File: src/rtl/calc_pkg.sv
// Shared definitions for the calc_seq accumulator block: operation codes in
// CombCalc encoding and the controller state encoding.
package calc_pkg;

   // Operation codes. The two abs operations only decode op[2:1], so the
   // LSB is a don't-care for them (01x = abs(B), 11x = abs(A)).
   localparam logic [2:0] OP_ADD  = 3'b000;  // A + B
   localparam logic [2:0] OP_SUB  = 3'b001;  // A - B
   localparam logic [2:0] OP_ABSB = 3'b010;  // abs(B)
   localparam logic [2:0] OP_RADD = 3'b100;  // B + A
   localparam logic [2:0] OP_RSUB = 3'b101;  // B - A
   localparam logic [2:0] OP_ABSA = 3'b110;  // abs(A)

   // Controller state enumeration, kept as plain constants so the state
   // register stays a bare vector for legacy tooling.
   typedef logic [1:0] state_t;
   localparam state_t ST_IDLE = 2'd0;
   localparam state_t ST_EXEC = 2'd1;
   localparam state_t ST_DONE = 2'd2;

   // True when the code selects one of the abs operations on the given
   // operand (compares the decoded upper bits only).
   function automatic logic is_abs_of(input logic [2:0] op, input logic [2:0] abs_code);
      return op[2:1] == abs_code[2:1];
   endfunction

endpackage

File: src/rtl/comb_calc.sv
// CombCalc: purely combinational W-bit two's-complement ALU with overflow.
// Optional feature: define CALC_SAT_EN to saturate results that overflow.
module comb_calc
   import calc_pkg::*;
#(
   parameter int W = 16
) (
   input  logic [2:0]         op,
   input  logic               ld,
   input  logic signed [W-1:0] a,
   input  logic signed [W-1:0] b,
   output logic signed [W-1:0] r,
   output logic               ovf
);

   localparam logic signed [W-1:0] MAX_V = {1'b0, {(W-1){1'b1}}};
   localparam logic signed [W-1:0] MIN_V = {1'b1, {(W-1){1'b0}}};

   logic signed [W-1:0] sum_ab;
   logic signed [W-1:0] diff_ab;
   logic signed [W-1:0] diff_ba;
   logic signed [W-1:0] neg_a;
   logic signed [W-1:0] neg_b;
   logic signed [W-1:0] raw_r;
   logic                raw_ovf;

   // All candidate results in parallel; each wraps modulo 2^W.
   always_comb begin
      sum_ab  = a + b;
      diff_ab = a - b;
      diff_ba = b - a;
      neg_a   = -a;
      neg_b   = -b;
   end

   // Operation select and signed-overflow detection. Addition overflows when
   // both operands share a sign the result lacks; subtraction when operand
   // signs differ and the result sign departs from the minuend; abs only
   // overflows on the most negative value, which negates to itself.
   always_comb begin
      // NOTE: every output of a combinational block gets a default first so no
      // path can leave it unassigned and infer a latch.
      raw_r   = '0;
      raw_ovf = 1'b0;
      if (ld) begin
         raw_r   = b;
         raw_ovf = 1'b0;
      end else if (is_abs_of(op, OP_ABSB)) begin
         raw_r   = b[W-1] ? neg_b : b;
         raw_ovf = (b == MIN_V);
      end else if (is_abs_of(op, OP_ABSA)) begin
         raw_r   = a[W-1] ? neg_a : a;
         raw_ovf = (a == MIN_V);
      end else begin
         case (op)
            OP_ADD, OP_RADD: begin
               raw_r   = sum_ab;
               raw_ovf = (a[W-1] == b[W-1]) && (sum_ab[W-1] != a[W-1]);
            end
            OP_SUB: begin
               raw_r   = diff_ab;
               raw_ovf = (a[W-1] != b[W-1]) && (diff_ab[W-1] != a[W-1]);
            end
            OP_RSUB: begin
               raw_r   = diff_ba;
               raw_ovf = (a[W-1] != b[W-1]) && (diff_ba[W-1] != b[W-1]);
            end
            default: begin
               raw_r   = '0;
               raw_ovf = 1'b0;
            end
         endcase
      end
   end

   // Result shaping: saturate on overflow when enabled, otherwise pass the
   // wrapped value. A wrapped negative means the true value ran off the top.
   always_comb begin
      ovf = raw_ovf;
`ifdef CALC_SAT_EN
      if (raw_ovf) begin
         r = raw_r[W-1] ? MAX_V : MIN_V;
      end else begin
         r = raw_r;
      end
`else
      r = raw_r;
`endif
   end

endmodule

File: src/rtl/calc_seq.sv
// calc_seq: handshaked accumulator. A command (op/ld/b_in) is accepted,
// executed against the accumulator one cycle later, and the registered
// result is held until consumed. Optional saturation via CALC_SAT_EN
// (implemented inside comb_calc).
module calc_seq
   import calc_pkg::*;
#(
   parameter int W = 16
) (
   input  logic               clk,
   input  logic               rst,
   input  logic               in_valid,
   output logic               in_ready,
   input  logic [2:0]         op,
   input  logic               ld,
   input  logic signed [W-1:0] b_in,
   input  logic               clr_ovf,
   output logic               out_valid,
   input  logic               out_ready,
   output logic signed [W-1:0] res,
   output logic               res_ovf,
   output logic               ovf_sticky
);

   state_t              state_q, state_d;
   logic [2:0]          op_q, op_d;
   logic                ld_q, ld_d;
   logic signed [W-1:0] b_q, b_d;
   logic signed [W-1:0] acc_q, acc_d;
   logic signed [W-1:0] res_q, res_d;
   logic                res_ovf_q, res_ovf_d;
   logic                out_valid_q, out_valid_d;
   logic                ovf_sticky_q, ovf_sticky_d;

   logic signed [W-1:0] calc_r;
   logic                calc_ovf;
   logic                accept;
   logic                sticky_set;
   logic                sticky_clr;

   // The datapath always sees the accumulator and the captured operand; its
   // output is only used on the EXEC edge.
   comb_calc #(.W(W)) u_comb_calc (
      .op  (op_q),
      .ld  (ld_q),
      .a   (acc_q),
      .b   (b_q),
      .r   (calc_r),
      .ovf (calc_ovf)
   );

   // Ready when idle, or when the held result is being consumed this cycle so
   // a new command can follow without a bubble.
   always_comb begin
      in_ready = (state_q == ST_IDLE) || ((state_q == ST_DONE) && out_ready);
      accept   = in_valid && in_ready;
   end

   // Controller and datapath next-state.
   always_comb begin
      state_d     = state_q;
      op_d        = op_q;
      ld_d        = ld_q;
      b_d         = b_q;
      acc_d       = acc_q;
      res_d       = res_q;
      res_ovf_d   = res_ovf_q;
      out_valid_d = out_valid_q;

      if (accept) begin
         op_d = op;
         ld_d = ld;
         b_d  = b_in;
      end

      case (state_q)
         ST_IDLE: begin
            if (accept) begin
               state_d = ST_EXEC;
            end
         end
         ST_EXEC: begin
            acc_d       = calc_r;
            res_d       = calc_r;
            res_ovf_d   = calc_ovf;
            out_valid_d = 1'b1;
            state_d     = ST_DONE;
         end
         ST_DONE: begin
            // Result is frozen until the consumer takes it.
            if (out_ready) begin
               out_valid_d = 1'b0;
               state_d     = accept ? ST_EXEC : ST_IDLE;
            end
         end
         default: begin
            state_d     = ST_IDLE;
            out_valid_d = 1'b0;
         end
      endcase
   end

   // Sticky overflow: set by an overflowing execution, cleared by clr_ovf or
   // by an accepted load; a coincident set wins over the clear.
   always_comb begin
      sticky_set = (state_q == ST_EXEC) && calc_ovf;
      sticky_clr = clr_ovf || (accept && ld);
      if (sticky_set) begin
         ovf_sticky_d = 1'b1;
      end else if (sticky_clr) begin
         ovf_sticky_d = 1'b0;
      end else begin
         ovf_sticky_d = ovf_sticky_q;
      end
   end

   // State registers; reset takes effect immediately regardless of state.
   always_ff @(posedge clk or posedge rst) begin
      // NOTE: sequential state uses non-blocking assignments so every flop
      // samples pre-edge values, independent of statement order.
      if (rst) begin
         state_q      <= ST_IDLE;
         op_q         <= '0;
         ld_q         <= 1'b0;
         b_q          <= '0;
         acc_q        <= '0;
         res_q        <= '0;
         res_ovf_q    <= 1'b0;
         out_valid_q  <= 1'b0;
         ovf_sticky_q <= 1'b0;
      end else begin
         state_q      <= state_d;
         op_q         <= op_d;
         ld_q         <= ld_d;
         b_q          <= b_d;
         acc_q        <= acc_d;
         res_q        <= res_d;
         res_ovf_q    <= res_ovf_d;
         out_valid_q  <= out_valid_d;
         ovf_sticky_q <= ovf_sticky_d;
      end
   end

   assign out_valid  = out_valid_q;
   assign res        = res_q;
   assign res_ovf    = res_ovf_q;
   assign ovf_sticky = ovf_sticky_q;

endmodule

File: config.mk
export PLATFORM = sky130hd
export DESIGN_NAME = calc_seq
export DESIGN_NICKNAME = d
export VERILOG_FILES = /design/src/rtl/calc_pkg.sv /design/src/rtl/comb_calc.sv /design/src/rtl/calc_seq.sv
export SDC_FILE = /design/constraint.sdc
export NUM_CORES = 1
export LEC_CHECK = 0
export ABC_CLOCK_PERIOD_IN_PS = 4800
export CAP_MARGIN = 25
export CORE_MARGIN = 2
export CORE_UTILIZATION = 25
export CTS_CLUSTER_SIZE = 10
export DETAILED_ROUTE_END_ITERATION = 16
export GPL_TIMING_DRIVEN = 0
export MAX_ROUTING_LAYER = met4
export PLACE_DENSITY_LB_ADDON = 0.05
export SLEW_MARGIN = 20
export SYNTH_ARGS = -nofsm -noshare
export SYNTH_HDL_FRONTEND = slang
export SYNTH_SLANG_ARGS = --single-unit
File: constraint.sdc
create_clock -name clk -period 4.8 [get_ports clk]
set_input_delay 0.96 -clock clk [delete_from_list [all_inputs] [get_ports clk]]
set_output_delay 0.96 -clock clk [all_outputs]
set_load 0.02 [all_outputs]
======== Word-level counts from Yosys, hierarchy flattened ========
Cells that the tools add are included.
W data, S select, Z words.
cells by class
  muxes and demuxes ....................... 18
  $add $sub $neg .......................... 5
  reductions and logical operators ........ 16
  bitwise operators ....................... 1
  eq/ne operators ......................... 17
operators by type and width
  operator                count
  $mux W16                5
  $pmux W16 S3            1
  $eq A16 B16 Y1 const B  2
  $neg A16 Y16            2
  $sub A16 B16 Y16        2
  $add A16 B16 Y16        1
  $logic_and A1 B1 Y1     7
  $mux W1                 7
  $eq A3 B3 Y1 const B    2
  $pmux W1 S3             2
  $pmux W2 S3             1
  $reduce_and A2 Y1       3
  $eq A2 B1 Y1 const B    2
  $eq A2 B2 Y1 const B    2
  $mux W2                 2
  $ne A1 B1 Y1            4
  $ne A2 B2 Y1 const B    2
  $ne A4 B3 Y1 const B    1
  $eq A3 B1 Y1 const B    1
  $logic_not A3 Y1        1
  $logic_not A2 Y1        1
  $logic_or A1 B1 Y1      2
  $reduce_bool A2 Y1      1
  $reduce_or A2 Y1        1
  2 further kinds         2
word-level totals
  input port bits ......................... 25
  register bits ........................... 41
  word-level logic and storage cells ...... 66

======== Logic depth before layout (Yosys ltp) ========
  word-level depth ........................ 9
  mapped depth ............................ 11
  depth with buffers taken out ............ 11

======== Cells and area by module ========
From an unflattened synthesis, not the netlist that was laid out.
second synthesis, totals
  cell total of the unflattened synthesis .. 647
  area, all modules ....................... 5245.0 µm²
modules (own cells, without submodules)
  module     sequential area each (µm²)  times used  area each (µm²)  cells an instance
  comb_calc  0.0                         1           3629.7           548
  calc_seq   1026.0                      1           1615.3           99

======== Worst setup path before layout ========
Ideal clock, no wire load.
  kind .................................... reg-to-reg
  from .................................... reg, netlist name res[1]
  to ...................................... reg res_q[15], in the netlist res[15]
  buffers on the path ..................... 0
  arrival ................................. 2.600 ns
  library setup time ...................... 0.122 ns
  cell stages (with the launch flop) ...... 11
  setup slack ............................. 2.079 ns
  period minus slack after synthesis ...... 2.721 ns
  path through ............................ dfrtp_1 -> inv_1 -> ha_1 -> nand2b_1 -> a221o_1 -> a21oi_1 -> o2111ai_1 -> o221a_2 -> a21oi_1 -> mux2i_1 -> nand2_1
RTL lines
  element                 RTL line         RTL
  end signal: assignment  calc_seq.sv:137  res_q <= res_d;
  end: declaration        calc_seq.sv:30   logic signed [W-1:0] res_q, res_d;

==> qor.yml <==
synth.avg_cell_area_um2: 7.67
finalWorstSetupSlack_ps: 1290
firstDrtPassIters: 5
hpwl_um: 16200
rsz0062_at_grt: "false"
cts_setup_buffers: 0
r2r_slack_ps: 1290
cp-end-kind: "flop"
p_int_w: 0.00179
grtUsageMet1_pct: 30.9
hp-class: "flop to flop"
outcome: "completed"
hp-start: "res_ovf"
grt_pass1_wl_um: 30600
htreeDepth: 2
slowest_stage: "dfrtp_1"
antenna_found_initial: 0
drive_gt1_share_pct: 5.70
path_clk_slew_ps: 70
ys_seq_area_share_pct: 21.2
wire_per_inst_um: 21.5
async_reset_ff_share_pct: 100
cts.path.max_buffers: 2
cts_buffers: 5
power_frac_clock_pct: 9.0
timing.fmax_ghz: 0.285
leakage_nw: 2.30
reg2reg_depth: 11
critical_path.startpoint_type: "flop"
period_needed_ps: 3510
reg2reg_from: "res[4]"
pwr-share-comb_pct: 73.4
die-area_um2: 20500
wl_um: 20300
busiest_layer: "met1"
ant_nets: 0
nNetsFinal: 758
gp_congestion: 0.916
synth_cell_types: 79
min_to: "res_ovf"
synth_flop_cell: "dfrtp_1"
maxSlewHeadroom_pct: 41.0
setup_violations: 0
synth_warnings: 0
worstPathArrival_ps: 3690
drv_cap: 0
hold_viol: 0
grt_pass1_vias: 4732
worst_pin_slew_ps: 882
via_per_inst: 5.27
grt_overflow: 0
crit_type: "flop to flop"
coreArea_um2: 18800
root_buffer: "clkbuf_16"
die_w_um: 143
p_sw_share_pct: 56.0
place_ws_ps: 1360
via_count: 4975
syn2layout_area_growth_pct: 19.2
cts_tree: "done"
track_usage_pct: 20.8
initial_core_util_pct: 25.7
syn-num-nets: 706
synthCells: 631
min_period_over_period_pct: 73.1
crit_fanout: 10
postSynthRegisterBits: 41
p_seq_share_pct: 17.6
portBuffers: 44
clock_latency_ps: 300
ctsResizeCount: 0
vdd_ir_drop_max_mv: 0.160
grt_max_degree: 30
syn_area_um2: 4840
drv_slew: 0
crit_chain: "inv_1 -> ha_1 -> buf_2 -> o21ai_1 -> a21oi_1 -> o41ai_2 -> o31ai_1 -> a2111oi_1 -> o31a_1 -> o21ai_1 -> a21oi_1"
grtUsageMet3_pct: 2.18
grt_use_met2_pct: 30.3
tns_ps: 0
required_ps: 4980
ioPinCount: 45
synth_edf_count: 0
p_switching_w: 0.00227
cts_hold_buf: 0
whs_path_depth: 2
drt_iter0_drc: 446
die_h_um: 143
drc: 0
critical-path-max-stage-delay_ps: 640
clock-sinks: 41
power_density_nw_per_um2: 703
r2r-end: "res[14]"
clock_skew_ps: 7.98
diodes: 0
num_rows: 50
num-fill-cells: 2024
metrics by stage:
stage / instance area (µm²) / hold slack, ps / instances / power, W / utilization [%]
after floorplan: 4840 / 494 / 631 / 0.00264 / -
after global placement: 5610 / 473 / 935 / 0.00366 / 29.8
after detailed placement: 5630 / 475 / 936 / 0.00364 / 29.9
after CTS: 5770 / 497 / 944 / 0.00403 / 30.7
after global routing: 5770 / 544 / 944 / 0.00437 / 30.7
final: 5770 / 491 / 944 / 0.00406 / 30.7
placed cells by master, fill, tap and decap left out, drive strengths merged, types with 6 or more instances in the layout:
cell / instances
a21oi: 56
a31oi: 6
and2: 6
buf: 11
clkbuf: 27
clkdlybuf4s50: 44
dfrtp: 41
ha: 47
inv: 47
mux2i: 7
nand2: 55
nand2b: 12
nand3: 14
nor2: 53
nor2b: 9
nor3: 18
nor4: 8
o21a: 7
o21ai: 64
o221ai: 11
o31a: 6
o31ai: 8
xnor2: 30
metal layers:
layer  part of all wire [%]  vias to the layer above
met3                    4.3                       14
met4                    1.0                        0
met2                     43                      159
met1                     52                     2409
met5                      0                        -
li1                       -                     2393
how the worst max path moves through the flow:
stage,from,end,slack [ps],cells past startpoint
after floorplan,res[1],res[15],2080,10
after global placement,res[4],res[14],1310,11
after detailed placement,res[4],res[14],1360,11
after CTS,res[4],res[14],1350,11
after global routing,res[4],res[14],1090,11
final,res[4],res[14],1290,11
cells by family (layout without fill, tap and decap cells):
logic type	Yosys count	after routing	share of synthesized area, %
and+or+nand+nor	202	202	20.9
DFF	41	41	21.2
xor gates and xnor gates	32	32	5.79
muxes	8	8	1.68
buffers and inverters	79	132	6.49
AOI/OAI and AO/OA	219	219	30.6
adders and majority gates	50	50	13.4
power groups by stage:
stage          logic (W)  clock network (W)  registers (W)
2_1_floorplan    0.00193                  0       0.000718
3_3_place_gp     0.00294                  0       0.000722
3_5_place_dp     0.00292                  0       0.000722
4_1_cts          0.00294           0.000376       0.000715
5_1_grt          0.00324           0.000386       0.000739
6_report         0.00298           0.000364       0.000714
critical path: cells and delay by family (launching register included):
kind	cells	cell delay, ps
AO/OA/AOI/OAI	8	1950
buffers and inverters	2	430
flip-flops	1	640
adder cells (fa/ha/maj)	1	360
cell usage after synthesis, types with 5 or more instances:
master / instances / share of area, %
inv_1: 46 / 3.6
and3_1: 5 / 0.65
o21ai_0: 59 / 6.1
o31a_1: 6 / 1.1
nand2_1: 55 / 4.3
nor4_1: 7 / 0.90
nor2_1: 52 / 4.0
nand3_1: 14 / 1.4
o21bai_1: 5 / 0.78
o221ai_1: 9 / 1.6
nand2b_1: 12 / 1.6
a31oi_1: 6 / 0.78
nor3_1: 18 / 1.9
a211oi_1: 5 / 0.78
o21a_1: 7 / 1.1
mux2i_1: 7 / 1.4
clkbuf_1: 20 / 1.6
ha_1: 47 / 12
xnor2_1: 30 / 5.4
nor2b_1: 8 / 1.0
o31ai_1: 8 / 1.2
a21oi_1: 55 / 5.7
or3_1: 5 / 0.65
dfrtp_1: 41 / 21
buf_2: 7 / 0.72
and2_1: 5 / 0.65
nand3b_1: 5 / 0.78
area by class of cell:
cell class                      instances  area, µm²  area share [%]
Clock inverter                          2       15.0           0.260
Sequential cell                        41       1030            17.8
Timing Repair Buffer                   45        460            7.98
Buffer                                 31        134            2.32
Tap cell                              260        325            5.64
Multi-Input combinational cell        511       3500            60.7
Inverter                               48        180            3.12
Clock buffer                            6        129            2.23
sequential cells by signal, summed over array words and instances, names as in the netlist:
signal,count
res_ovf,1
ld_q,1
b_q,16
state_q,2
res,16
op_q,3
ovf_sticky,1
out_valid,1
Power figures use the tool's default switching activity.
